--- config.mk ---
export PLATFORM = sky130hd
export DESIGN_NAME = arilla_bus_arbiter
export DESIGN_NICKNAME = d
export VERILOG_FILES = /design/src/rtl/arilla_bus_arbiter.sv
export SDC_FILE = /design/constraint.sdc
export NUM_CORES = 1
export LEC_CHECK = 0
export ABC_CLOCK_PERIOD_IN_PS = 3210
export BUFFER_PORTS_ARGS = -buffer_cell sky130_fd_sc_hd__buf_2
export CAP_MARGIN = 40
export CORE_AREA = 2 2 136 138
export CTS_CLUSTER_DIAMETER = 150
export DETAILED_ROUTE_END_ITERATION = 8
export DIE_AREA = 0 0 138 140
export SYNTH_ARGS = -nofsm -noshare
export SYNTH_HDL_FRONTEND = slang
export SYNTH_SLANG_ARGS = --single-unit
--- constraint.sdc ---
create_clock -name i_clk -period 3.21 [get_ports i_clk]
set_input_delay 0 -clock i_clk [delete_from_list [all_inputs] [get_ports i_clk]]
set_output_delay 0 -clock i_clk [all_outputs]
set_load 0.01 [all_outputs]
--- src/rtl/arilla_bus_arbiter.sv ---
// rtl/arilla_bus_arbiter.sv - round-robin bus arbiter with optional lock and one-cycle response
module arilla_bus_arbiter #(
  parameter int Requesters   = 3,
  parameter int AddressWidth = 30,
  parameter int DataWidth    = 32,
  parameter int BytesPerWord = 4,
  parameter int LockTimeout  = 16
) (
  input  logic                               i_clk,
  input  logic                               i_rst,
  input  logic [Requesters-1:0]              i_req_read,
  input  logic [Requesters-1:0]              i_req_write,
  input  logic [Requesters-1:0]              i_req_lock,
  input  logic [Requesters*AddressWidth-1:0] i_req_address,
  input  logic [Requesters*BytesPerWord-1:0] i_req_byte_enable,
  input  logic [Requesters*DataWidth-1:0]    i_req_data,
  output logic [Requesters-1:0]              o_grant,
  output logic [Requesters-1:0]              o_rsp_valid,
  output logic [DataWidth-1:0]               o_rsp_data,
  output logic                               o_rsp_err,
  output logic                               o_locked,
  output logic [AddressWidth-1:0]            o_bus_address,
  output logic [BytesPerWord-1:0]            o_bus_byte_enable,
  output logic [DataWidth-1:0]               o_bus_data_ctp,
  output logic                               o_bus_read,
  output logic                               o_bus_write,
  input  logic                               i_bus_hit,
  input  logic [DataWidth-1:0]               i_bus_data_ptc
);

  localparam int IW = (Requesters > 1) ? $clog2(Requesters) : 1;
  localparam int CW = $clog2(LockTimeout + 1);

  typedef enum logic {ST_UNLOCKED, ST_LOCKED} state_t;

  function automatic logic [IW-1:0] wrap_inc(input logic [IW-1:0] base, input int k);
    int s;
    s = int'(base) + k;
    if (s >= Requesters) s = s - Requesters;
    return s[IW-1:0];
  endfunction

  logic [Requesters-1:0] w_active;
  logic [Requesters-1:0] w_grant;
  logic                  w_found;
  logic [IW-1:0]         w_gnt_idx;

  state_t                r_state, w_state_nxt;
  logic [IW-1:0]         r_owner, w_owner_nxt;
  logic [CW-1:0]         r_idle, w_idle_nxt;
  logic [IW-1:0]         r_ptr;

  logic                  r_rsp_pending;
  logic [Requesters-1:0] r_rsp_owner;
  logic                  r_rsp_err;
  logic                  r_rsp_read;
  logic                  w_rsp_live;

  assign w_active = i_req_read | i_req_write;

  // While locked only the owner is eligible; otherwise scan upward from r_ptr.
  always_comb begin
    w_grant   = '0;
    w_found   = 1'b0;
    w_gnt_idx = '0;
    if (!i_rst) begin
      if (r_state == ST_LOCKED) begin
        if (w_active[r_owner]) begin
          w_found   = 1'b1;
          w_gnt_idx = r_owner;
        end
      end else begin
        for (int k = 0; k < Requesters; k++) begin
          if (!w_found && w_active[wrap_inc(r_ptr, k)]) begin
            w_found   = 1'b1;
            w_gnt_idx = wrap_inc(r_ptr, k);
          end
        end
      end
      if (w_found) w_grant[w_gnt_idx] = 1'b1;
    end
  end

  assign o_grant = w_grant;

  always_comb begin
    o_bus_address     = '0;
    o_bus_byte_enable = '0;
    o_bus_data_ctp    = '0;
    o_bus_read        = 1'b0;
    o_bus_write       = 1'b0;
    for (int i = 0; i < Requesters; i++) begin
      if (w_grant[i]) begin
        o_bus_address     = i_req_address[i*AddressWidth +: AddressWidth];
        o_bus_byte_enable = i_req_byte_enable[i*BytesPerWord +: BytesPerWord];
        o_bus_data_ctp    = i_req_data[i*DataWidth +: DataWidth];
        o_bus_read        = i_req_read[i] & ~i_req_write[i];
        o_bus_write       = i_req_write[i];
      end
    end
  end

  // Lock FSM: a locked grant with req_lock low is the last of the sequence.
  always_comb begin
    w_state_nxt = r_state;
    w_owner_nxt = r_owner;
    w_idle_nxt  = r_idle;
    case (r_state)
      ST_UNLOCKED: begin
        if (w_found && i_req_lock[w_gnt_idx]) begin
          w_state_nxt = ST_LOCKED;
          w_owner_nxt = w_gnt_idx;
          w_idle_nxt  = '0;
        end
      end
      ST_LOCKED: begin
        if (w_found) begin
          w_idle_nxt = '0;
          if (!i_req_lock[r_owner]) w_state_nxt = ST_UNLOCKED;
        end else if (r_idle == CW'(LockTimeout - 1)) begin
          w_state_nxt = ST_UNLOCKED;
          w_idle_nxt  = '0;
        end else begin
          w_idle_nxt = r_idle + 1'b1;
        end
      end
      default: w_state_nxt = ST_UNLOCKED;
    endcase
  end

  always_ff @(posedge i_clk) begin
    if (i_rst) begin
      r_state       <= ST_UNLOCKED;
      r_owner       <= '0;
      r_idle        <= '0;
      r_ptr         <= '0;
      r_rsp_pending <= 1'b0;
      r_rsp_owner   <= '0;
      r_rsp_err     <= 1'b0;
      r_rsp_read    <= 1'b0;
    end else begin
      r_state <= w_state_nxt;
      r_owner <= w_owner_nxt;
      r_idle  <= w_idle_nxt;
      if (r_state == ST_UNLOCKED && w_found) r_ptr <= wrap_inc(w_gnt_idx, 1);
      r_rsp_pending <= w_found;
      r_rsp_owner   <= w_grant;
      r_rsp_err     <= w_found & ~i_bus_hit;
      r_rsp_read    <= o_bus_read;
    end
  end

  // A response still pending when reset arrives is suppressed immediately.
  assign w_rsp_live  = r_rsp_pending & ~i_rst;
  assign o_rsp_valid = w_rsp_live ? r_rsp_owner : '0;
  assign o_rsp_err   = w_rsp_live & r_rsp_err;
  assign o_rsp_data  = (w_rsp_live && r_rsp_read && !r_rsp_err) ? i_bus_data_ptc : '0;
  assign o_locked    = (r_state == ST_LOCKED);

endmodule

### Word level (Yosys, flattened, before mapping)

Cells that the tools add are included.

| storage, ports and cells | value |
|---|---|
| bits in registers | 16 |
| input bits | 242 |
| output and inout bits | 108 |
| word-level logic and storage cells | 123 |

| cells by class | value |
|---|---|
| add/subtract/negate cells | 8 |
| $lt $le $gt $ge | 11 |
| eq/ne operators | 2 |
| multiplexer cells | 70 |
| bitwise logic cells | 13 |
| reduce and logical (&&, ||, !) cells | 11 |

Operators by type and width:

| operator | number |
|---|---|
| $mux W32 | 4 |
| $mux W30 | 3 |
| $mux W2 | 17 |
| $mux W1 | 28 |
| $lt A2 B3 Y1 const B | 6 |
| $mux W5 | 3 |
| $bmux W1 S2 | 6 |
| $mux W4 | 3 |
| $pmux W5 S2 | 1 |
| $ge A3 B2 Y1 const B | 3 |
| $mux W3 | 3 |
| $sub A2 B2 Y2 const B | 4 |
| $logic_and A1 B1 Y1 | 7 |
| $add A2 B1 Y3 const B | 2 |
| $and A1 B1 Y1 | 6 |
| $not A1 Y1 | 6 |
| $add A5 B1 Y5 const B | 1 |
| $eq A5 B4 Y1 const B | 1 |
| $add A2 B2 Y3 const B | 1 |
| $logic_not A1 Y1 | 3 |
| $or A3 B3 Y3 | 1 |
| $demux W1 S2 | 1 |
| $ge A2 B1 Y1 const B | 1 |
| $ge A2 B2 Y1 const B | 1 |
| 3 further kinds | 3 |

### Logic depth before layout (Yosys ltp)

| depth | value |
|---|---|
| depth in word-level cells | 28 |
| depth in mapped cells | 13 |
| depth with buffers taken out | 10 |

### Worst setup path after synthesis

OpenSTA, ideal clock, no wires.

| timing | value |
|---|---|
| kind | reg-to-reg |
| start point | register r_ptr[0] |
| end point | register r_idle[0] |
| arrival | 2464 ps |
| data required time | 3089 ps |
| path slack | 625 ps |
| stages on the path, launching flop included | 10 |
| clock period less this slack | 2585 ps |
| cells stage by stage | dfxtp_1 inv_1 ha_1 or3b_1 a211oi_1 a311o_1 a32o_2 mux2i_1 nor4_4 mux2_2 |

| between the ends | value |
|---|---|
| cells in the longest elaborated chain, start to end | 24 |

Ends and longest elaborated chain:

| item | RTL line | source |
|---|---|---|
| start: declaration | 51 | `logic [IW-1:0] r_ptr;` |
| start signal: assignment | 145 | `if (r_state == ST_UNLOCKED && w_found) r_ptr <= wrap_inc(w_gnt_idx, 1);` |
| $sub A2 B2 Y2 or $ge A2 B2 Y1 (tied branches) | 39 | `if (s >= Requesters) s = s - Requesters;` |
| $mux W2 | 39 |  |
| $mux W2 | 67 | `if (r_state == ST_LOCKED) begin` |
| $mux W2 | 66 | `if (!i_rst) begin` |
| $bmux W1 S2 | 74 | `if (!w_found && w_active[wrap_inc(r_ptr, k)]) begin` |
| $mux W1 (not written as such) | 74 |  |
| $mux W1 | 74 |  |
| $mux W1 | 67 |  |
| [7 not listed] | n/a |  |
| $logic_and A1 B1 Y1 | 74 |  |
| $mux W2 | 74 |  |
| $mux W2 | 67 |  |
| $mux W2 (2 in series) | 66 |  |
| $bmux W1 S2 | 110 | `if (w_found && i_req_lock[w_gnt_idx]) begin` |
| $mux W1 (not written as such) | 110 |  |
| $logic_and A1 B1 Y1 | 110 |  |
| $ne A2 B2 Y1 (no line) | n/a |  |
| end signal: assignment | 144 | `r_idle <= w_idle_nxt;` |
| end: declaration | 50 | `logic [CW-1:0] r_idle, w_idle_nxt;` |

Several ways; a longest one is shown, not always the timed one. The select of a mux whose other input is x is not followed.
A chain may end at the register's enable or synchronous reset.

### Final worst setup path

| timing | value |
|---|---|
| start point | register r_ptr[0] |
| end point | output o_bus_read |

| between the ends | value |
|---|---|
| cells in the longest elaborated chain, start to end | 28 |

Ends and longest elaborated chain:

| item | RTL line | source |
|---|---|---|
| $sub A2 B2 Y2 or $ge A2 B2 Y1 (tied branches) | 39 |  |
| $mux W2 | 39 |  |
| $mux W2 | 67 |  |
| $mux W2 | 66 |  |
| $bmux W1 S2 | 74 |  |
| $mux W1 (not written as such) | 74 |  |
| $mux W1 | 74 |  |
| $mux W1 | 67 |  |
| [11 not listed] | n/a |  |
| $lt A2 B3 Y1 (not written as such) or $ge A2 B1 Y1 (tied branches) | 80 | `if (w_found) w_grant[w_gnt_idx] = 1'b1;` |
| $logic_and A1 B1 Y1 (not written as such) | 80 |  |
| $mux W1 (not written as such) | 80 |  |
| $demux W1 S2 | 80 |  |
| $mux W3 * | 80 |  |
| $mux W3 * | 66 |  |
| $mux W1 (2 in series) | 93 | `if (w_grant[i]) begin` |
| $mux W1 * | 93 |  |
| end: declaration | 25 | `output logic o_bus_read,` |

Every way passes the cells marked *; elsewhere a longest branch is shown, timed or not. The select of a mux whose other input is x is not followed.

==> metrics.txt <==
vias in the first global route 3713; # clock sinks 16; dpl hpwl 11.4 mm; die width 138 µm; Tightest Pin Transition 0.785 ns; Crit Path Class reg -> out; Seq/Total Area, Yosys 0.123; leakage 3.03 nW; Setup Viol. Count Final 0; Post-Syn Area per Cell 7.96 µm²; IO Port Bufs 349; worst IR drop on VDD 0.000314 V; cell accounting for the most synthesized area a22o_1; H-tree lvl count 1; syn nets 573; Ys Warns 0; GRT Total Usage 0.127; DP Cell Count 885; Worst slew margin 0.477; Via-to-Cell Ratio 4.43; Cells after Synth 326; die height 140 µm; wl on met1 5.77 mm; Antenna diodes 0; Skew-Pair Late Insertion Delay 0.25 ns; Max clock buf depth 2; CP cell instances inv_1 -> ha_2 -> nor2b_1 -> o21ai_0 -> o21a_1 -> a311oi_4 -> o211ai_1 -> buf_4 -> or4b_4 -> o221ai_1 -> buf_2; Post-Syn Area 2590 µm²; WL final 13.7 mm; die footprint 19300 µm²; DR WL/cell 15.3 µm; met2 WL 6.55 mm; Fin. Hold Viols 0; Clock Tree Root clkbuf_16; Fin Setup TNS 0 ns; Yosys cell types 53; CP required 3.21 ns; startpoint types flop; Starting DRT DRC Count 190; Initial Util 0.146; drt first pass iters 4; I/O pins 350; Clk pin slew, worst setup/hold paths 0.05 ns; fin cells 893; Area contributors post-synth a22o_1 (23%), a21o_1 (19%), dfxtp_1 (12%); async set or reset register ratio after synthesis 0; largest net degree at the start of global routing 40; Num CTS Buffers 3; metal3 WL 1.28 mm; share of post-route cells with drive strength above 1 0.575; Routability Congestion 0.826; Final Skew 0.00296 ns; Final ANT Viol Nets 0; RSZ-0062 raised after global routing no; filler instances 1952; fin crit share 0.929; crit path max fanout 8; vias post-DR 3957; Critical-path top delay cell or4b_4; max incr delay on CP 0.48 ns; fin crit period 2.98 ns; status finished clean; Core Area 17800 µm²; Row Count 49; number of flops mapped to enable cells by yosys 0; DR top layer met4; number of synthesized register bits 16; first-pass GRT wire length 20.3 mm; remaining global-route overflow 0; Arr. time, crit path 2.98 ns; Nets 912; achievable frequency 0.335 GHz; TritonCTS clock tree done; initial antenna violation count 0; worst hold slack 0.0903 ns; Syn-to-layout area delta 82.4%; Critical Path Sink Type output pin; Primary FF master, synth dfxtp_1; top cell type's share of synthesized area 0.230; Residual DRC 0; Hold Crit Class in -> reg; Max-Cap Viols 0; Final Max Slew Viols 0; Pwr per Cell Area 723 nW/µm²
==> report_power, final <==
part           total (mW)  internal [mW]  switching [mW]
registers           0.283          0.246          0.0368
logic                2.88           1.36            1.52
clock network       0.265          0.189          0.0756
==> area by class of cell <==
class / instances / area, µm² / area share
multi-input combinational: 269 / 2090 / 0.441
timing repair buffer: 363 / 1900 / 0.402
sequential: 16 / 320 / 0.0677
tap: 229 / 287 / 0.0605
clock buffer: 4 / 88.8 / 0.0188
inverter: 12 / 45.0 / 0.00952
==> kinds of logic after synthesis <==
group | after synthesis | share of synthesized area
buf+inv | 41 | 0.0796
compound gates | 179 | 0.552
simple gates | 82 | 0.208
fa+ha+maj | 5 | 0.0241
mux | 3 | 0.0121
flops | 16 | 0.123
==> repair_timing <==
| action | CTS | global route |
|---|---|---|
| hold buffers | 1 | 0 |
| buffers inserted | 0 | 3 |
| hold endpoints to repair | 1 | 0 |
| gates resized for setup | 0 | 2 |
| endpoints found under the setup margin | 0 | 67 |
==> metal layers <==
metal,global-route usage,up-vias
met1,0.172,1799
li1,-,1936
met2,0.211,211
met4,0.0145,0
met3,0.0315,11
met5,0,-
==> stage by stage <==
stage          setup WS (ns)  utilization  cell area, µm²  power, mW
2_1_floorplan          0.625            -            2590       2.08
3_3_place_gp           0.387        0.259            4600       3.11
3_5_place_dp           0.349        0.259            4600       3.11
4_1_cts               0.0719        0.265            4700       3.39
5_1_grt               0.0315        0.266            4730       3.67
6_report               0.228        0.266            4730       3.42
==> worst paths after layout <==
kind | start | end | slack, ns | cells past startpoint
max | r_ptr[0] | o_bus_read | 0.23 | 11
min | i_req_write[2] | r_rsp_read | 0.09 | 2
max reg2reg | r_ptr[0] | r_idle[0] | 0.45 | 11
min reg2reg | r_idle[4] | r_idle[4] | 0.44 | 1
==> registers in the layout, indices dropped and copies added (netlist names) <==
register and count:
o_locked 1, r_idle 5, r_rsp_pending 1, r_rsp_owner 3
r_rsp_read 1, r_rsp_err 1, r_ptr 2, r_owner 2
==> synthesized netlist by cell type (all sizes together) (2+ instances only) <==
cell    count
buf        15
and3        2
inv        12
nand3       2
nor3b       2
o211a       2
o21a        3
nor2       15
ha          5
nor3        6
nor2b       3
o21ai       8
o221ai      2
mux2i       2
and2       38
a31oi       3
a22o       68
nor4        5
a211oi      3
dfxtp      16
a21oi       9
a21o       67
a311oi      3
clkbuf     14
==> cell usage in the layout (no fill, tap or decap), types with 2 or more instances in the layout <==
| master | netlist | layout |
|---|---|---|
| clkbuf_16 | 0 | 3 |
| nor2b_1 | 3 | 3 |
| ha_1 | 5 | 4 |
| a22o_1 | 68 | 68 |
| nor2_1 | 13 | 12 |
| nor3_1 | 5 | 5 |
| o211a_1 | 2 | 2 |
| a31oi_1 | 3 | 3 |
| a21o_1 | 67 | 67 |
| nand3_1 | 2 | 2 |
| nor4_4 | 2 | 2 |
| dfxtp_1 | 16 | 16 |
| nor2_4 | 1 | 3 |
| a311oi_1 | 2 | 2 |
| o221ai_1 | 2 | 2 |
| buf_2 | 9 | 349 |
| and2_1 | 38 | 38 |
| a21oi_1 | 9 | 9 |
| buf_4 | 1 | 9 |
| o21ai_0 | 8 | 8 |
| nor4_1 | 3 | 3 |
| o21a_1 | 3 | 3 |
| inv_1 | 12 | 12 |
| buf_12 | 0 | 4 |
| mux2i_1 | 2 | 2 |
| a211oi_1 | 3 | 3 |
==> critical path: cells and delay by family (launching register included) <==
kind	cells	cell delay (ns)
AO/OA/AOI/OAI	5	0.93
adder cells (fa/ha/maj)	1	0.39
buffers and inverters	3	0.42
flip-flops	1	0.33
AND/OR/NAND/NOR	2	0.65
Power figures use the tool's default switching activity.
